**config.mk**
```make
export PLATFORM = sky130hd
export DESIGN_NAME = sprite_ram_loader
export DESIGN_NICKNAME = d
export VERILOG_FILES = /design/src/rtl/sprite_loader_pkg.sv /design/src/rtl/sprite_ram_loader.sv
export SDC_FILE = /design/constraint.sdc
export NUM_CORES = 1
export LEC_CHECK = 0
export CELL_PAD_IN_SITES_DETAIL_PLACEMENT = 2
export CELL_PAD_IN_SITES_GLOBAL_PLACEMENT = 2
export CORE_ASPECT_RATIO = 0.9
export CORE_MARGIN = 3
export CORE_UTILIZATION = 29
export DETAILED_ROUTE_END_ITERATION = 12
export PLACE_DENSITY = 0.79
export SLEW_MARGIN = 25
export SYNTH_ARGS = -nofsm -noshare
export SYNTH_HDL_FRONTEND = slang
export SYNTH_SLANG_ARGS = --single-unit
```
**constraint.sdc**
```tcl
create_clock -name pixel_clk_in -period 4 [get_ports pixel_clk_in]
set_clock_uncertainty 0.2 [all_clocks]
set_input_delay 0.8 -clock pixel_clk_in [delete_from_list [all_inputs] [get_ports pixel_clk_in]]
set_output_delay 0.8 -clock pixel_clk_in [all_outputs]
set_load 0.01 [all_outputs]
```
**src/rtl/sprite_loader_pkg.sv**
```systemverilog
// Shared types and constants for the sprite RAM loader.
package sprite_loader_pkg;

    typedef enum logic [2:0] {
        StIdle,
        StCmd,
        StAddrHi,
        StAddrLo,
        StCntHi,
        StCntLo,
        StData,
        StCheck
    } state_e;

    localparam logic [7:0] SYNC_BYTE   = 8'hA5;
    localparam logic [7:0] CMD_IMAGE   = 8'h01;
    localparam logic [7:0] CMD_PALETTE = 8'h02;

endpackage

```
**src/rtl/sprite_ram_loader.sv**
```systemverilog
// Framed byte-stream parser that writes the sprite image RAM and the palette RAM.
// Optional trailing XOR checksum byte enabled by defining SPRITE_LOADER_CHECKSUM_EN.
module sprite_ram_loader
    import sprite_loader_pkg::*;
#(
    parameter int unsigned WIDTH     = 16,
    parameter int unsigned HEIGHT    = 48,
    parameter int unsigned PAL_DEPTH = 256,
    localparam int unsigned IMG_DEPTH = WIDTH * HEIGHT,
    localparam int unsigned IMG_AW    = $clog2(IMG_DEPTH)
) (
    input  logic              pixel_clk_in,
    input  logic              rst_in,
    input  logic [7:0]        byte_in,
    input  logic              byte_valid_in,
    output logic              byte_ready_out,
    output logic [IMG_AW-1:0] img_addr_out,
    output logic [7:0]        img_data_out,
    output logic              img_we_out,
    output logic [7:0]        pal_addr_out,
    output logic [23:0]       pal_data_out,
    output logic              pal_we_out,
    output logic              busy_out,
    output logic              load_done_out,
    output logic              load_error_out
);

`ifdef SPRITE_LOADER_CHECKSUM_EN
    localparam state_e FrameEnd = StCheck;
`else
    localparam state_e FrameEnd = StIdle;
`endif

    state_e            state_q, state_d;
    logic              is_pal_q, is_pal_d;
    logic [15:0]       addr_q, addr_d;
    logic [15:0]       cnt_q, cnt_d;
    logic [1:0]        idx_q, idx_d;
    logic [15:0]       rg_q, rg_d;
    logic [IMG_AW-1:0] img_addr_q, img_addr_d;
    logic [7:0]        img_data_q, img_data_d;
    logic              img_we_q, img_we_d;
    logic [7:0]        pal_addr_q, pal_addr_d;
    logic [23:0]       pal_data_q, pal_data_d;
    logic              pal_we_q, pal_we_d;
    logic              done_q, done_d;
    logic              err_q, err_d;

    logic        xfer;
    logic        cmd_ok;
    logic [15:0] cnt_full;
    logic [16:0] frame_end;
    logic [16:0] depth;
    logic        over_depth;
    logic        entry_done;
    logic        last_entry;

    assign byte_ready_out = ~rst_in;
    assign xfer           = byte_valid_in & ~rst_in;
    assign cmd_ok         = (byte_in == CMD_IMAGE) || (byte_in == CMD_PALETTE);
    assign cnt_full       = {cnt_q[15:8], byte_in};
    // 17-bit sum so start + count cannot wrap past the depth check
    assign frame_end      = {1'b0, addr_q} + {1'b0, cnt_full};
    assign depth          = is_pal_q ? 17'(PAL_DEPTH) : 17'(IMG_DEPTH);
    assign over_depth     = frame_end > depth;
    // Image entries are one byte; palette entries complete on the B byte
    assign entry_done     = !is_pal_q || (idx_q == 2'd2);
    assign last_entry     = entry_done && (cnt_q == 16'd1);

`ifdef SPRITE_LOADER_CHECKSUM_EN
    logic [7:0] csum_q, csum_d;
    logic       csum_ok;

    assign csum_ok = (csum_q == byte_in);

    // Running XOR over CMD, header and payload bytes
    always_comb begin
        csum_d = csum_q;
        if (xfer) begin
            case (state_q)
                StCmd:                                          csum_d = byte_in;
                StAddrHi, StAddrLo, StCntHi, StCntLo, StData:   csum_d = csum_q ^ byte_in;
                default: ;
            endcase
        end
    end

    // Checksum accumulator register
    always_ff @(posedge pixel_clk_in) begin
        if (rst_in) csum_q <= 8'h00;
        else        csum_q <= csum_d;
    end
`endif

    // State and datapath registers
    always_ff @(posedge pixel_clk_in) begin
        if (rst_in) begin
            state_q    <= StIdle;
            is_pal_q   <= 1'b0;
            addr_q     <= '0;
            cnt_q      <= '0;
            idx_q      <= '0;
            rg_q       <= '0;
            img_addr_q <= '0;
            img_data_q <= '0;
            img_we_q   <= 1'b0;
            pal_addr_q <= '0;
            pal_data_q <= '0;
            pal_we_q   <= 1'b0;
            done_q     <= 1'b0;
            err_q      <= 1'b0;
        end else begin
            state_q    <= state_d;
            is_pal_q   <= is_pal_d;
            addr_q     <= addr_d;
            cnt_q      <= cnt_d;
            idx_q      <= idx_d;
            rg_q       <= rg_d;
            img_addr_q <= img_addr_d;
            img_data_q <= img_data_d;
            img_we_q   <= img_we_d;
            pal_addr_q <= pal_addr_d;
            pal_data_q <= pal_data_d;
            pal_we_q   <= pal_we_d;
            done_q     <= done_d;
            err_q      <= err_d;
        end
    end

    // Next-state: one advance per accepted byte
    always_comb begin
        state_d = state_q;
        if (xfer) begin
            unique case (state_q)
                StIdle:   if (byte_in == SYNC_BYTE) state_d = StCmd;
                StCmd:    state_d = cmd_ok ? StAddrHi : StIdle;
                StAddrHi: state_d = StAddrLo;
                StAddrLo: state_d = StCntHi;
                StCntHi:  state_d = StCntLo;
                StCntLo: begin
                    if (over_depth)              state_d = StIdle;
                    else if (cnt_full == 16'd0)  state_d = FrameEnd;
                    else                         state_d = StData;
                end
                StData:   if (last_entry) state_d = FrameEnd;
                StCheck:  state_d = StIdle;
                default:  state_d = StIdle;
            endcase
        end
    end

    // Datapath and registered strobes/pulses
    always_comb begin
        is_pal_d   = is_pal_q;
        addr_d     = addr_q;
        cnt_d      = cnt_q;
        idx_d      = idx_q;
        rg_d       = rg_q;
        img_addr_d = img_addr_q;
        img_data_d = img_data_q;
        img_we_d   = 1'b0;
        pal_addr_d = pal_addr_q;
        pal_data_d = pal_data_q;
        pal_we_d   = 1'b0;
        done_d     = 1'b0;
        err_d      = 1'b0;
        if (xfer) begin
            case (state_q)
                StCmd: begin
                    is_pal_d = (byte_in == CMD_PALETTE);
                    err_d    = !cmd_ok;
                end
                StAddrHi: addr_d[15:8] = byte_in;
                StAddrLo: addr_d[7:0]  = byte_in;
                StCntHi:  cnt_d[15:8]  = byte_in;
                StCntLo: begin
                    cnt_d = cnt_full;
                    idx_d = 2'd0;
                    err_d = over_depth;
`ifndef SPRITE_LOADER_CHECKSUM_EN
                    done_d = !over_depth && (cnt_full == 16'd0);
`endif
                end
                StData: begin
                    if (!is_pal_q) begin
                        img_we_d   = 1'b1;
                        img_addr_d = addr_q[IMG_AW-1:0];
                        img_data_d = byte_in;
                    end else begin
                        case (idx_q)
                            2'd0:    rg_d[15:8] = byte_in;
                            2'd1:    rg_d[7:0]  = byte_in;
                            default: begin
                                pal_we_d   = 1'b1;
                                pal_addr_d = addr_q[7:0];
                                pal_data_d = {rg_q, byte_in};
                            end
                        endcase
                    end
                    if (entry_done) begin
                        addr_d = addr_q + 16'd1;
                        cnt_d  = cnt_q - 16'd1;
                        idx_d  = 2'd0;
                    end else begin
                        idx_d = idx_q + 2'd1;
                    end
`ifndef SPRITE_LOADER_CHECKSUM_EN
                    done_d = last_entry;
`endif
                end
                StCheck: begin
`ifdef SPRITE_LOADER_CHECKSUM_EN
                    done_d = csum_ok;
                    err_d  = !csum_ok;
`endif
                end
                default: ;
            endcase
        end
    end

    assign img_addr_out   = img_addr_q;
    assign img_data_out   = img_data_q;
    assign img_we_out     = img_we_q;
    assign pal_addr_out   = pal_addr_q;
    assign pal_data_out   = pal_data_q;
    assign pal_we_out     = pal_we_q;
    assign busy_out       = (state_q != StIdle);
    assign load_done_out  = done_q;
    assign load_error_out = err_q;

endmodule

```
==> reports/results.txt, run 1 <==
From bottom edge to top edge, the die measures 140 um. The endpoint of the lowest-slack register-to-register path was load_error_out. The core outline area came out at 19300 um2.

The number of failing hold endpoints at the final stage is 0, and the areal power density over the cells is 283 nW/um2. The number of flip-flops and latches in the synthesized netlist works out to 108. In the routed design, unresolved DRC markers number 0. The post-synthesis sequential area ratio is 37.5%, and the fraction of post-synthesis cell area in the top cell type by area is 37.5%.

The run finished with clean final reports. At the end of routability-driven placement, the weighted congestion stood at 0.858. Proportion of power drawn by combinational gates: 5.3%.

The wire-length estimate of the detail-placed layout is 16500 um. Setup violations remaining at the end of the flow were counted as 0. After detailed routing, the number of vias per cell comes to 5.41. STA puts the critical path data required time at 4.05 ns. The die covers 21600 um2. Detailed routing inserted a total of 5915 vias.

The total number of nets in the final design is 873, and the source-to-sink clock delay at the later pin of the worst-skew pair is 0.36 ns. Dividing the detail-routed wire length by the instance count gives 20.7 um. Relative to the synthesized area, the layout overhead comes to 27.6%.

Max-cap violations in this run came to 0. By startpoint and endpoint, the worst setup path is classified as in -> reg. STA classifies the critical path endpoint as a register.

The run gives 29.8% as the starting density of the core. In this run the remaining antenna-violating nets after routing total 0. The number of enable-type register cells in the synthesized netlist was 0; the count of cells along the worst register-to-register path was 13. The worst setup slack for register-to-register paths was 0.38 ns; the number of antenna cells inserted was 0. The tools report the post-placement worst setup slack as -0.573 ns.

Summing all flip-flop and latch instances after layout gives 2160 um2. Pin count of the biggest net entering global routing: 99. The layout cell share with drive strength beyond 1 is 12.0%, and the area of the multi-input gates is 3480 um2. The first-pass GRT wire length came out at 36000 um.

In this run, distinct cell masters in the synthesized netlist total 69. In this run the power spent charging and discharging nets is 0.530 mW. The worst hold path begins at pal_addr_out[5].

Synthesis produced a netlist whose cell count is 759. The initial antenna violation count came out at 0. The post-route worst setup slack was 0.156 ns; the synthesized area was 5760 um2. After clock tree synthesis, the clock-pin slew on the worst setup and hold paths is 0.08 ns. The clock sink count is 108. The logs give 266 for the violation count after the first detailed-routing iteration and 794 for the net count after synthesis.

The H-tree was split into 3 levels. The total overflow left after global routing is 0. The worst setup path is launched from a primary input.

The cell-internal power came out at 1.55 mW. In this run the worst hold path is classified as reg -> reg. For the relative contribution of sequential cells to total power, the log shows 51.7%.

The most common cell in the netlist was sky130_fd_sc_hd__nand2_1. The most frequently used flop master after synthesis is sky130_fd_sc_hd__dfxtp_1. After detailed routing, the total wire length is 22600 um. The cell at the root of the clock tree was sky130_fd_sc_hd__clkbuf_16. The design draws 2.08 mW. Across the VDD grid, the largest voltage drop is 0.201 mV. 67 I/O pins were placed.

Of the total power, the share spent switching nets is 25.5%. Headroom to the max-slew limit came out at 45.7%. The top cell type by total area after synthesis was sky130_fd_sc_hd__dfxtp_1. The logs give 260 MHz for the maximum clock frequency and 20.6% for the total global-route track usage. The number of clock buffers added by TritonCTS is 9.

After filler insertion, the fill cell instance count of the layout stands at 2227. The average instance in the mapped netlist occupies 7.59 um2. Counting instances in the post-synthesis netlist gives the leading cell types as 155 x sky130_fd_sc_hd__nand2_1, 108 x sky130_fd_sc_hd__dfxtp_1, 98 x sky130_fd_sc_hd__a21oi_1, 70 x sky130_fd_sc_hd__nor2_1, 39 x sky130_fd_sc_hd__clkbuf_1. The tools report the first-pass detailed-route iteration total as 4. For the finished layout, the period the worst path requires is 3.84 ns. Die width: 155 um. Dividing the final minimum period by the clock period gives 96.1%. Setup repair after global routing left no endpoint under its margin. The logs give 6426 for the via count of the first global-routing pass and 2 for the maximum buffer depth of the clock tree. After synthesis, the share of flip-flops with an asynchronous set or reset is 0%. The leakage power summed over all cells is 2.72 nW. Measured on the finished design, the core utilization comes to 38.0%. The hold-fix buffer count after cts is 0. The worst hold path passes through 2 cells. Max-slew violation total from the final report: 0.

The highest fanout seen on the critical path came out at 8. The tools report the worst reg2reg path startpoint as cnt_q[8]. During synthesis, Yosys emitted a total of 0 warnings. Sorting the synthesized cells by area gives the leading types as sky130_fd_sc_hd__dfxtp_1 38%, sky130_fd_sc_hd__nand2_1 10%, sky130_fd_sc_hd__a21oi_1 8.5%, sky130_fd_sc_hd__ha_1 5.0%, sky130_fd_sc_hd__nor2_1 4.6%. In this run the worst setup path begins at byte_in[6].

The slew of the pin with the lowest slew margin came out at 0.815 ns. Data on the critical path arrives at its endpoint at 3.90 ns. The number of buffers inserted by port buffering was 66. Clock group share of total power: 43.0%. TritonCTS built the clock tree.

The path with the worst hold slack has its endpoint at pal_addr_out[5]. The floorplan has 48 rows.
routing by layer:
layer  global-route usage [%]  up-vias  share of wire, %
li1                         -     2823                 -
met1                     26.3     2977                44
met2                     36.6       94                51
met3                     3.08       21               3.9
met4                     4.69        0               1.4
met5                        0        -                 0
logic make-up after synthesis:
group | share of synthesized area [%]
compound gates | 22.5
xor+xnor | 1.22
fa+ha+maj | 5.34
buf+inv | 4.47
flops | 37.5
mux | 3.47
simple gates | 25.4
repair_timing:
action,in CTS,in global routing
pin swaps,3,8
buffers inserted,1,1
gates resized for setup,14,15
endpoints found under the setup margin,3,3
gates cloned,0,0
area by class of cell:
class | instances | share of cell area [%]
clock inverters | 7 | 0.936
multi-input cells | 586 | 47.4
repair buffers | 114 | 14.0
well taps | 250 | 4.25
clock buffers | 9 | 3.06
flip-flops and latches | 108 | 29.4
inverters | 19 | 0.970
through the flow:
step                      hold slack (ns)  instance area [um2]  TNS (ns)  instances
after CTS                           0.264                 7250         0       1092
after global routing                0.285                 7350         0       1093
final                               0.258                 7350         0       1093
after global placement              0.243                 6890     -1.10       1075
after detailed placement            0.253                 6890     -1.68       1075
after floorplan                     0.232                 5760         0        759
flip-flops by register name (all words and copies together) (netlist names), 2 cells and up:
signal / cells
addr_q: 16
cnt_q: 16
img_addr_out: 10
pal_data_out: 24
img_data_out: 8
idx_q: 2
state_q: 3
pal_addr_out: 8
rg_q: 16
worst max-delay path by stage:
stage | endpoint | cells after the start
2_1_floorplan | load_error_out | 12
3_3_place_gp | load_error_out | 14
3_5_place_dp | load_error_out | 14
4_1_cts | load_error_out | 14
5_1_grt | load_error_out | 14
6_report | load_error_out | 14
power by group through the flow:
stage                     logic [mW]  registers, mW  clock network, mW
after global routing           0.117           1.07              0.963
after global placement         0.101           1.10                  0
after detailed placement       0.104           1.10                  0
after CTS                      0.107           1.07              0.921
after floorplan               0.0475           1.10                  0
final                          0.110           1.07              0.895
cell usage in the layout, fill, tap and decap left out, types with 5 or more instances in the layout:
cell                              netlist  routed
sky130_fd_sc_hd__a21oi_1               98      94
sky130_fd_sc_hd__a22oi_1               12      12
sky130_fd_sc_hd__a31oi_1                5       5
sky130_fd_sc_hd__and2_1                 5       5
sky130_fd_sc_hd__and3_1                 5       5
sky130_fd_sc_hd__buf_4                  1      47
sky130_fd_sc_hd__clkbuf_16              0       9
sky130_fd_sc_hd__clkdlybuf4s50_1        0      57
sky130_fd_sc_hd__dfxtp_1              108     108
sky130_fd_sc_hd__dlymetal6s2s_1         0       5
sky130_fd_sc_hd__ha_1                  23      16
sky130_fd_sc_hd__ha_4                   0       6
sky130_fd_sc_hd__inv_1                 17      17
sky130_fd_sc_hd__mux2i_1               20      20
sky130_fd_sc_hd__nand2_1              155     155
sky130_fd_sc_hd__nand2b_1               6       6
sky130_fd_sc_hd__nand3_1               20      20
sky130_fd_sc_hd__nand4_1                5       5
sky130_fd_sc_hd__nor2_1                70      70
sky130_fd_sc_hd__nor3_1                13      13
sky130_fd_sc_hd__nor3b_1                7       7
sky130_fd_sc_hd__o21ai_0               37      37
sky130_fd_sc_hd__o21ai_1                5       5
sky130_fd_sc_hd__o22ai_1                5       5
sky130_fd_sc_hd__o31ai_1                8       7
sky130_fd_sc_hd__or3_1                  8       7
critical path, cell delays in order:
cell	delay [ns]
sky130_fd_sc_hd__dlygate4sd2_1	0.31
sky130_fd_sc_hd__ha_1	0.36
sky130_fd_sc_hd__buf_4	0.18
sky130_fd_sc_hd__and4_1	0.16
sky130_fd_sc_hd__a21oi_2	0.15
sky130_fd_sc_hd__xnor2_1	0.15
sky130_fd_sc_hd__ha_1	0.29
sky130_fd_sc_hd__nand2_1	0.08
sky130_fd_sc_hd__a21oi_1	0.04
sky130_fd_sc_hd__or3_4	0.39
sky130_fd_sc_hd__o31ai_4	0.08
sky130_fd_sc_hd__o2111ai_2	0.16
sky130_fd_sc_hd__or4_4	0.58
sky130_fd_sc_hd__and3_1	0.16
Note: power is estimated with default switching activity, not from simulation.
==> run 2: changes to the inputs <==
--- a/config.mk
+++ b/config.mk
@@ -8,7 +8,7 @@
 export CELL_PAD_IN_SITES_DETAIL_PLACEMENT = 2
 export CELL_PAD_IN_SITES_GLOBAL_PLACEMENT = 2
 export CORE_ASPECT_RATIO = 0.9
-export CORE_MARGIN = 3
+export CORE_MARGIN = 2
 export CORE_UTILIZATION = 29
 export DETAILED_ROUTE_END_ITERATION = 12
 export PLACE_DENSITY = 0.79
==> reports/results.txt, run 2 (synthesis gave the netlist of run 1 again) <==
The run finished with clean final reports. Critical path startpoint category: a primary input. The first-pass GRT wire length was 36100 um (+0.27%); the hold-fix buffer count after cts was 0 (unchanged).

The number of buffers inserted by port buffering came out at 66 (unchanged). The maximum buffer depth of the clock tree was 2 (unchanged); the data required time of the worst path was 4.07 ns (+0.02 ns). The first-pass detailed-route iteration total was 4 (unchanged); the average wire length per cell after detail routing was 21.4 um (+3.2%).

The run gives 256 MHz (-1.6%) as the maximum clock frequency. The area enclosed by the die boundary is 21000 um2 (-2.7%), and the worst-case hold slack is 0.255 ns (-0.00315 ns). The run gives 0 (unchanged) as the max-slew violation total from the final report. The HPWL reported at the end of detailed placement is 16700 um (+1.1%).

TritonCTS built the clock tree. The post-layout minimum cycle time is 3.91 ns (+0.0643 ns). The path class of the tightest hold or removal check is reg -> reg.

The busiest layer in global routing was met2. Utilization of the core after routing: 38.4% (+0.34 points). The tools report the via count of the first global-routing pass as 6455 (+0.45%). The number of max-cap violations was 0 (unchanged); the final cycle utilization of the critical path was 97.7% (+1.6 points). For the total global-route track usage, the log shows 21.9% (+1.3 points). The starting density of the core was 29.8% (unchanged). The source-to-sink clock delay at the later pin of the worst-skew pair was 0.37 ns (about the same). The post-placement worst setup slack is -0.592 ns (-0.0185 ns). The critical path capture point type was a register. The logs give 0 (unchanged) for the total congestion overflow and 2.13 mW (+2.7%) for the post-layout total power.

The clock sink count was 108 (unchanged). The area growth from synthesis to layout came out at 28.8%. The run gives 67 (unchanged) as the I/O pin count. The die width was 153 um (-1.3%); the remaining number of nets flagged by the antenna check after routing was 0 (unchanged). The highest fanout seen on the critical path is 3 (-5). For the area used by sequential logic in the layout, the log shows 2160 um2 (unchanged). The number of flip-flops in the largest register works out to 24 (unchanged). The category of the most critical setup path was in -> reg.

The global placement routability congestion was 0.850 (-0.93%). The tools report the arrival time at the worst endpoint as 3.97 ns (+0.07 ns). Design area: 7420 um2 (+0.88%). The logs give 0 (unchanged) for the number of remaining DRC errors and 879 (+0.69%) for the total number of nets in the final design. The initial antenna violation count came out at 0 (unchanged). The run gives 3.02% (-0.059 points) as the global-route track usage on met3. The layout cell share with drive strength beyond 1 is 12.6% (+0.62 points), and the final non-filler cell total is 1099 (+0.55%).

The worst slew slack as a fraction of its limit is 45.0% (-0.66 points). The slew of the pin with the lowest slew margin came out at 0.825 ns (+0.00989 ns). The most frequent standard cell in the layout excluding fill and tap cells is sky130_fd_sc_hd__nand2_1. The core outline area is 19300 um2 (unchanged).

The aggregate negative setup slack was 0 ns (unchanged); the maximum vdd ir drop was 0.193 mV (-3.6%). The vertical die dimension was 138 um (-1.4%); the routing usage on met2 was 40.2% (+3.6 points). Via density per instance: 5.44 (+0.55%). The tools report the count of standard-cell rows as 48 (unchanged). In the layout the commonest cells are 155 x sky130_fd_sc_hd__nand2_1, 108 x sky130_fd_sc_hd__dfxtp_1, 94 x sky130_fd_sc_hd__a21oi_1. The run gives 1078 (+0.28%) as the number of instances in the placed design. The post-route worst setup slack was 0.0917 ns (-0.0643 ns).

The logs give 3490 um2 (about the same) for the area of the multi-input gates and 0 (unchanged) for the number of antenna cells inserted. For the number of buffers added by the clock tree synthesis step, the log shows 9 (unchanged). The number of failing hold endpoints at the final stage is 0 (unchanged), and the number of inserted filler cells in the final layout is 2244 (+0.76%). For the met1 track utilization from global routing, the log shows 26.8% (+0.49 points). The cell at the root of the clock tree is sky130_fd_sc_hd__clkbuf_16. The clock input transition at the sequential cells of the worst setup and hold paths was 0.08 ns (about the same); the violation count after the first detailed-routing iteration was 304 (+14%). For the total cell area at the placement stage, the log shows 6910 um2 (+0.33%). The logs give 99 (unchanged) for the pin count of the biggest net entering global routing and 2.75 nW (+0.83%) for the leakage power summed over all cells. The routed via count is 5980 (+1.1%). The maximum level of the CTS H-tree was 3 (unchanged). The total setup violations reported at the end of the flow was 0 (unchanged).

The wire length reported by the detailed router is 23500 um (+3.8%), and the areal power density over the cells is 288 nW/um2 (+1.8%).
## run 2: changes by cell type in the layout (fill, tap and decap cells not counted), sizes merged
cell,change
dlymetal6s2s,-3
clkdlybuf4s50,+3
inv,-2
buf,+6
clkinv,+3
clkinvlp,-1
## run 2: path summary, 6_finish.rpt
check,from,end,slack (ns),cells past startpoint
worst min-delay path,rg_q[15],pal_data_out[23],0.25,2
worst min register to register,rg_q[15],pal_data_out[23],0.25,2
worst max register to register,cnt_q[8],load_error_out,0.38,12
worst max-delay path,byte_in[0],load_error_out,0.09,11
## run 2: timing repair
action | in CTS | in global routing
gates resized for setup | 10 | 17
buffers inserted | 1 | 4
pin swaps | 4 | 8
setup endpoints to repair | 3 | 3
## run 2: cell type report
| cell class | instances | area share [%] |
|---|---|---|
| well taps | 250 | 4.22 |
| repair buffers | 120 | 14.4 |
| clock buffers | 9 | 3.04 |
| flip-flops and latches | 108 | 29.1 |
| clock inverters | 7 | 1.26 |
| multi-input cells | 586 | 47.0 |
| inverters | 19 | 0.961 |
## run 2: report_power, final
group,internal [mW],switching [mW]
clock,0.453,0.495
combinational,0.0360,0.0765
sequential,1.07,0.0000597
total,1.56,0.572
## run 2: layer usage
metal / routed length, um / vias up
met5: 0 / -
met4: 617 / 0
met3: 805 / 36
met2: 11900 / 108
met1: 10200 / 3015
li1: - / 2821
## run 2: worst max-delay path: stages
cell	delay, ns
sky130_fd_sc_hd__clkdlybuf4s50_1	0.45
sky130_fd_sc_hd__ha_2	0.25
sky130_fd_sc_hd__fa_2	0.38
sky130_fd_sc_hd__buf_4	0.16
sky130_fd_sc_hd__a21oi_2	0.19
sky130_fd_sc_hd__nor3_1	0.08
sky130_fd_sc_hd__or3_1	0.45
sky130_fd_sc_hd__o31ai_4	0.34
sky130_fd_sc_hd__o2111ai_1	0.16
sky130_fd_sc_hd__or4_4	0.56
sky130_fd_sc_hd__and3_1	0.16
==> run 3: changes to the inputs <==
--- a/config.mk
+++ b/config.mk
@@ -8,7 +8,6 @@
 export CELL_PAD_IN_SITES_DETAIL_PLACEMENT = 2
 export CELL_PAD_IN_SITES_GLOBAL_PLACEMENT = 2
 export CORE_ASPECT_RATIO = 0.9
-export CORE_MARGIN = 2
 export CORE_UTILIZATION = 29
 export DETAILED_ROUTE_END_ITERATION = 12
 export PLACE_DENSITY = 0.79
==> reports/results.txt, run 3 (synthesis gave the netlist of run 1 again) <==
The wire length reported by the detailed router came out at 23100 um (-1.9%). The number of max-cap violations came out at 0 (unchanged). Critical path startpoint category: a primary input.

The max-slew violation total from the final report was 0 (unchanged); the remaining number of nets flagged by the antenna check after routing was 0 (unchanged). The maximum level of the CTS H-tree is 3 (unchanged), and the area of the multi-input gates is 3540 um2 (+1.7%). The tools report the total global-route track usage as 22.9% (+0.96 points). The areal power density over the cells was 282 nW/um2 (-2.0%); the maximum vdd ir drop was 0.180 mV (-6.8%).

The total congestion overflow was 0 (unchanged). The slew of the pin with the lowest slew margin came out at 0.829 ns (+0.00458 ns). The cell at the root of the clock tree is sky130_fd_sc_hd__clkbuf_16.

The tools report the source-to-sink clock delay at the later pin of the worst-skew pair as 0.37 ns (about the same). In the layout the commonest cells are 155 x sky130_fd_sc_hd__nand2_1, 108 x sky130_fd_sc_hd__dfxtp_1, 94 x sky130_fd_sc_hd__a21oi_1. The via density per instance was 5.47 (+0.58%). The number of failing hold endpoints at the final stage is 0 (unchanged). TritonCTS built the clock tree. The run gives 9 (unchanged) as the number of buffers added by the clock tree synthesis step.

For the first-pass GRT wire length, the log shows 35700 um (-1.1%). The routed via count was 5998 (+0.30%); the post-layout minimum cycle time was 3.88 ns (-0.0234 ns). Area enclosed by the die boundary: 20400 um2 (-2.7%). The highest fanout seen on the critical path works out to 3 (unchanged).

The number of buffers inserted by port buffering was 66 (unchanged). The initial antenna violation count is 0 (unchanged), and the count of cells along the worst register-to-register path is 13 (+1). The endpoint of the lowest-slack register-to-register path was load_error_out. Pin count of the biggest net entering global routing: 99 (unchanged). The clock input transition at the sequential cells of the worst setup and hold paths came out at 0.08 ns (about the same). The die width was 151 um (-1.3%). The final non-filler cell total is 1096 (-0.27%), and the worst setup slack for register-to-register paths is 0.42 ns (+0.04 ns). The critical path capture point type is a register. The number of inserted filler cells in the final layout is 2196 (-2.1%). The aggregate negative setup slack is 0 ns (unchanged). Worst slew slack as a fraction of its limit: 44.7% (-0.31 points).

The tools report the area used by sequential logic in the layout as 2160 um2 (unchanged). The run gives 4 (unchanged) as the first-pass detailed-route iteration total. The logs give 0.826 (-2.8%) for the global placement routability congestion and 29.8% (unchanged) for the starting density of the core. The tools report the start point of the critical path as byte_in[6]. The number of flip-flops in the largest register works out to 24 (unchanged).

The logs give 1074 (-0.37%) for the number of instances in the placed design and 3.94 ns (-0.03 ns) for the arrival time at the worst endpoint. The tools report the total number of nets in the final design as 875 (-0.46%). The tools report the worst reg2reg path startpoint as cnt_q[8].

The logs give 108 (unchanged) for the clock sink count and 2.74 nW (-0.15%) for the leakage power summed over all cells. The maximum clock frequency is 257 MHz (+0.60%). The run finished with clean final reports.

Count of standard-cell rows: 48 (unchanged). The maximum buffer depth of the clock tree was 2 (unchanged). The core outline area came out at 19300 um2 (unchanged). The violation count after the first detailed-routing iteration came out at 309 (+1.6%). The tools report the capture point of the worst path as load_error_out.

The run gives 4.05 ns (-0.02 ns) as the data required time of the worst path. In this run the worst hold path is classified as reg -> reg. The I/O pin count is 67 (unchanged), and the area growth from synthesis to layout is 29.3%.

The total setup violations reported at the end of the flow came out at 0 (unchanged). The logs give 16500 um (-1.0%) for the HPWL reported at the end of detailed placement and 6469 (+0.22%) for the via count of the first global-routing pass. The number of remaining DRC errors is 0 (unchanged), and the average wire length per cell after detail routing is 21.0 um (-1.6%). The library cell used most frequently in the layout, excluding fill and tap cells, is sky130_fd_sc_hd__nand2_1. The layout cell share with drive strength beyond 1 is 12.5% (-0.059 points), and the vertical die dimension is 136 um (-1.5%).

The worst setup path is of the in -> reg kind. The final cycle utilization of the critical path is 97.1% (-0.58 points).
## run 3: changes by cell type in the layout (fill, tap and decap cells not counted), sizes merged
cell and delta:
dlymetal6s2s +3, clkdlybuf4s50 -3, diode +1, clkinvlp +1, clkinv -3, buf -4
inv +2
## run 3: what timing repair did
item                       4_1_cts  5_1_grt
setup endpoints to repair        2        2
resized for setup               18       21
setup buffers                    1        3
hold buffers                     0        0
gates cloned                     0        0
pin swaps                        5       10
## run 3: through the flow
step / hold slack (ns) / power (mW) / setup slack, ns / cell area (um2) / utilization [%]
after floorplan: 0.232 / 1.15 / 0.185 / 5760 / -
after global placement: 0.243 / 1.20 / -0.448 / 6880 / 35.6
after detailed placement: 0.254 / 1.20 / -0.586 / 6880 / 35.6
after CTS: 0.265 / 2.12 / 0.00288 / 7280 / 37.6
after global routing: 0.288 / 2.16 / -0.00477 / 7450 / 38.5
final: 0.268 / 2.10 / 0.115 / 7450 / 38.5
## run 3: final cells by class
class / instances / area share, %
diodes: 1 / 0.0336
clock buffers: 9 / 3.02
clock inverters: 7 / 1.04
inverters: 19 / 0.958
multi-input cells: 586 / 47.6
flip-flops and latches: 108 / 29.0
well taps: 250 / 4.20
repair buffers: 116 / 14.1
## run 3: critical path, stage by stage
cell                            delay [ns]
sky130_fd_sc_hd__dlygate4sd2_1        0.30
sky130_fd_sc_hd__ha_1                 0.37
sky130_fd_sc_hd__a211oi_4             0.27
sky130_fd_sc_hd__o31ai_4              0.11
sky130_fd_sc_hd__a21oi_2              0.17
sky130_fd_sc_hd__xnor2_1              0.14
sky130_fd_sc_hd__ha_1                 0.27
sky130_fd_sc_hd__nand2_1              0.08
sky130_fd_sc_hd__a21oi_1              0.05
sky130_fd_sc_hd__or3_4                0.39
sky130_fd_sc_hd__o31ai_4              0.08
sky130_fd_sc_hd__o2111ai_1            0.16
sky130_fd_sc_hd__or4_4                0.57
sky130_fd_sc_hd__and3_1               0.17
## run 3: power by group
part           internal (mW)  switching (mW)
Combinational         0.0369          0.0767
Clock                  0.445           0.467
Sequential              1.07       0.0000581
## run 3: worst min path at each step
stage                               start          endpoint  slack, ns  depth (start not counted)
final                             rg_q[8]  pal_data_out[16]       0.27                          2
after global placement    pal_addr_out[1]   pal_addr_out[1]       0.24                          2
after detailed placement         rg_q[10]  pal_data_out[18]       0.25                          2
after global routing             rg_q[15]  pal_data_out[23]       0.29                          2
after CTS                        rg_q[15]  pal_data_out[23]       0.27                          2
after floorplan                   rg_q[2]  pal_data_out[10]       0.23                          2
## run 3: layer usage
| layer | up-vias | track usage, % | routed length (um) |
|---|---|---|---|
| met4 | 0 | 9.78 | 834 |
| met5 | - | 0 | 0 |
| met2 | 118 | 39.5 | 11500 |
| met1 | 3010 | 28.2 | 10000 |
| met3 | 45 | 3.40 | 749 |
| li1 | 2825 | - | - |
==> patch 1, RTL diff (flow settings as in run 1) <==
Change the parameter `HEIGHT` from 48 to 72.
--- a/src/rtl/sprite_ram_loader.sv
+++ b/src/rtl/sprite_ram_loader.sv
@@ -5,5 +5,5 @@
 #(
     parameter int unsigned WIDTH     = 16,
-    parameter int unsigned HEIGHT    = 48,
+    parameter int unsigned HEIGHT    = 72,
     parameter int unsigned PAL_DEPTH = 256,
     localparam int unsigned IMG_DEPTH = WIDTH * HEIGHT,
Interface: changed (resized img_addr_out); port bits go from 67 to 68. No check against the original RTL was run, so the function may have changed too.
==> patch 1 against run 1 <==
  * Design area down 0.36%
  * Routed wire length up 7.7%
  * Clock power is 11% higher
  * Power is 5.6% higher
  * Maximum frequency shrank 3.0%
  * Sequential cell count up 1
  * Sequential share of layout area rose by 0.38 points
  * Area after synthesis decreased by 1.4%
  * Final cell count fell by 1.2%
  * Setup slack lost 120 ps
  * Core utilization increased by 0.91 points
  * Critical path type unchanged
  * Largest cell class unchanged
  * Largest power group unchanged
==> patch 1: results (changes against run 1) <==
* Leakage at 0.00271 µW (-0.30%)
* Final GP Congestion at 0.948 (+10%)
* GRT Resource Usage Total at 22.2% (+1.6 points)
* Via density at 5.56 (+2.7%)
* R2r startpoint: addr_q[0]
* Metal-1 WL at 11000 µm (+11%)
* Post-Synth Adder-Cell Area at 5.86% (+0.52 points)
* Compound-cell area share of the yosys netlist at 22.2% (-0.34 points)
* Syn Nets at 782 (-1.5%)
* Mux cell area share after synthesis at 3.90% (+0.42 points)
* Status: complete, no violations
* Detailed Place HPWL at 17400 µm (+5.2%)
* Initial antenna violation count at 0 (unchanged)
* Largest cells by area after synthesis: dfxtp_1 38%, nand2_1 11%, a21oi_1 8.3%, ha_1 5.5%, nor2_1 4.5%
* Router iterations before antenna repair at 5 (+1)
* Worst Path Max Fanout at 4 (-4)
* Worst slew margin at 48.7% (+3.0 points)
* Share of layout cells above drive strength 1 at 12.2% (+0.23 points)
* Switching power at 521 µW (-1.6%)
* Max FFs per register at 24 (unchanged)
* Critical Path Source: byte_in[0]
* Async SR Flop Fraction at 0% (unchanged)
* Number of port buffers at 67 (+1.5%)
* Place WS at -648 ps (-74.7 ps)
* Crit-path max cell delay at 510 ps (-70 ps)
* Fin nets at 868 (-0.57%)
* Routed met3 length at 1080 µm (+24%)
* Largest net degree at the start of global routing at 98 (-1.0%)
* Crit path max-delay family: compound AO/OA/AOI/OAI gates
* WL met2 at 12000 µm (+4.0%)
* Final Hold Viols at 0 (unchanged)
* Netlist cell types at 61 (-12%)
* Max VDD drop at 0.204 mV (+1.8%)
* Placement Cell Area at 6850 µm² (-0.51%)
* Hold path start: pal_data_out[8]
* Slowest CP cell: or4b_4
* Final WL at 24400 µm (+7.7%)
* Top-count cell post-synth: nand2_1
* XOR/XNOR Fraction of Synth Area at 2.16% (+0.94 points)
* Drt initial violations at 401 (+51%)
* Cell count after synthesis at 745 (-1.8%)
* Vias at 6003 (+1.5%)
* Seq/Total Area, Yosys at 38.4% (+0.88 points)
* Vias in the first global route at 6454 (+0.44%)
* First-pass GRT wire length at 37600 µm (+4.5%)
* Placed insts at 1060 (-1.4%)
patch 1: layout make-up:
class	instances	area (µm²)
multi-input cells	571	3380
clock inverters	6	95.1
fillers	2130	11500
inverters	21	78.8
repair buffers	119	1060
well taps	245	307
flip-flops and latches	109	2180
clock buffers	9	225
patch 1: power groups by stage:
stage / clock [µW] / sequential (µW) / combinational (µW)
detailed placement: 0 / 1110 / 105
finish: 997 / 1080 / 113
global route: 1060 / 1080 / 120
CTS: 1010 / 1080 / 108
floorplan: 0 / 1110 / 47.0
global placement: 0 / 1110 / 102
patch 1: worst paths after layout:
check / to / slack [ps] / depth (start not counted)
worst max-delay path: load_done_out / 40 / 17
worst min-delay path: pal_data_out[8] / 260 / 2
worst max register to register: load_done_out / 170 / 16
worst min register to register: pal_data_out[8] / 260 / 2
patch 1: metal layers:
metal / GRT usage (%) / vias up
li1: - / 2768
met2: 38.1 / 149
met1: 29.6 / 3053
met3: 3.24 / 33
met5: 0 / -
met4: 4.83 / 0
==> patch 2, RTL diff (flow settings as in run 1) <==
Made on the original files. Take the reset off `rg_q` and load it in a clocked block of its own.
--- a/src/rtl/sprite_ram_loader.sv
+++ b/src/rtl/sprite_ram_loader.sv
@@ -101,5 +101,4 @@
             cnt_q      <= '0;
             idx_q      <= '0;
-            rg_q       <= '0;
             img_addr_q <= '0;
             img_data_q <= '0;
@@ -116,5 +115,4 @@
             cnt_q      <= cnt_d;
             idx_q      <= idx_d;
-            rg_q       <= rg_d;
             img_addr_q <= img_addr_d;
             img_data_q <= img_data_d;
@@ -126,4 +124,8 @@
             err_q      <= err_d;
         end
+    end
+
+    always_ff @(posedge pixel_clk_in) begin
+        rg_q <= rg_d;
     end
 
Check against the original RTL: no difference found for any inputs over 4 cycles, from zero or initial values and one cycle with rst_in high; that may be too few to reach the edited logic, so the function may still have changed.
==> patch 2 against run 1 <==
  * Final cell count decreased by 6.9%
  * Sequential power increased by 4%
  * Setup slack gained 26 ps
  * Area after synthesis is 2.3% lower
  * Register-to-register slack better by 270 ps
  * Clock power is 2.7% higher
  * Sequential cell count did not move
  * Power up 4.7%
  * Design area decreased by 6.1%
  * Routed wire length shrank 4.1%
  * Largest cell class unchanged
  * Highest routed layer is now met5
==> patch 2: results (changes against run 1) <==
* Syn Nets at 743 (-6.4%)
* Number of synthesized flops with an enable pin at 16 (+16)
* CTS H-tree lvls at 3 (unchanged)
* Max FFs per register at 24 (unchanged)
* FF-to-FF setup slack at 650 ps (+270 ps)
* GRT Resource Usage Total at 20.4% (-0.23 points)
* Syn Area/Cell at 7.95 µm² (+4.7%)
* Drt initial violations at 430 (+62%)
* Netlist cell types at 67 (-2.9%)
* Mux cell area share after synthesis at 0.556% (-2.9 points)
* Num CTS Buffers at 9 (unchanged)
* Compound-cell area share of the yosys netlist at 23.7% (+1.1 points)
* Via density at 5.46 (+0.87%)
* Vias in the first global route at 5959 (-7.3%)
* Post-CTS Resized at 0 (-14)
* Placed insts at 1002 (-6.8%)
* CTS Buffer Depth at 2 (unchanged)
* Largest cells by area after synthesis: dfxtp_1 33%, nand2_1 9.7%, edfxtp_1 8.5%, a21oi_1 8.0%, ha_1 5.1%
* Max VDD drop at 0.205 mV (+2.2%)
* N_diodes at 0 (unchanged)
* Synth cell count leaders: 145 x nand2_1, 92 x dfxtp_1, 90 x a21oi_1, 66 x nor2_1, 37 x o21ai_0
* Reg2Reg Depth at 11 (-2)
* XOR/XNOR Fraction of Synth Area at 1.25% (+0.029 points)
* Vias at 5557 (-6.1%)
* Leakage at 0.00240 µW (-12%)
* Final GP Congestion at 0.914 (+6.5%)
* Worst Tran Pin Value at 938 ps (+123 ps)
* Initial antenna violation count at 0 (unchanged)
* Post-CTS Setup Bufs at 0 (-1)
* Share of layout cells above drive strength 1 at 7.24% (-4.7 points)
* WL/cell at 21.3 µm (+3.0%)
* Async SR Flop Fraction at 0% (unchanged)
* Detailed Place HPWL at 16000 µm (-3.1%)
* Post-synth top flop: dfxtp_1
* Startpoint type of the worst setup path: input pin
* Fin nets at 803 (-8.0%)
* Reg clk slew, reported paths at 80 ps (about the same)
* Status: complete, no violations
* Placement Cell Area at 6600 µm² (-4.2%)
* Seq/Total Area, Yosys at 41.3% (+3.7 points)
* Worst hold stages at 2 (unchanged)
* Fillers at 2144 (-3.7%)
* Largest net degree at the start of global routing at 84 (-15%)
* YS warnings at 0 (unchanged)
* Post-Synth Adder-Cell Area at 5.47% (+0.13 points)
* First-pass GRT wire length at 34400 µm (-4.3%)
* Number of port buffers at 66 (unchanged)
* Clk_lat worst skew at around 370 ps
* Worst Path Max Fanout at 3 (-5)
* Min-delay worst type: flip-flop to flip-flop
* Critical path arrival at 3860 ps (-40 ps)
* CTS Root Cell: clkbuf_16
* Router iterations before antenna repair at 4 (unchanged)
[patch 2: area by class of cell]
cell class	count	area, µm²	area share (%)
Multi-Input combinational cell	545	3090	44.8
Sequential cell	108	2320	33.6
Timing Repair Buffer	88	821	11.9
Tap cell	245	307	4.44
Clock buffer	9	225	3.26
Clock inverter	7	78.8	1.14
Inverter	16	60.1	0.870
[patch 2: metal layers]
metal	share of wire [%]	global-route usage, %
met1	44	26.4
met5	0.37	2.72
met2	49	34.8
met3	4.7	3.72
met4	1.8	5.34
[patch 2: cell families after synthesis]
logic type / after synthesis
AOI/OAI and AO/OA: 210
xor gates and xnor gates: 8
adders and majority gates: 24
buffers and inverters: 55
DFF: 108
muxes: 3
and+or+nand+nor: 300
[patch 2: report_power, final]
group          internal (µW)  switching [µW]  leakage [µW]
combinational           49.1            95.2       0.00137
sequential              1100            10.5      0.000885
clock                    448             471      0.000149
total                   1600             577       0.00240
[patch 2: per-stage QoR]
| step | util (%) | hold WS, ps | worst slack, ps |
|---|---|---|---|
| floorplan | - | 258 | 658 |
| global placement | 35.3 | 244 | 73.4 |
| detailed placement | 35.3 | 256 | -154 |
| CTS | 36.9 | 267 | 227 |
| global route | 36.9 | 281 | 44.7 |
| finish | 36.9 | 259 | 181 |
[patch 2: worst paths after layout]
kind | from | endpoint
worst max-delay path | byte_in[6] | load_error_out
worst min-delay path | pal_data_out[5] | pal_data_out[5]
worst max register to register | addr_q[1] | load_error_out
worst min register to register | pal_data_out[5] | pal_data_out[5]
[patch 2: worst max-delay path, cell delays in order]
cell	delay [ps]
clkdlybuf4s50_1	530
ha_1	390
a21oi_1	260
o211ai_1	170
and4_1	260
nor2_1	150
xnor2_1	130
ha_1	270
a31oi_1	190
a41oi_1	100
a2111o_1	440
nor3b_1	170
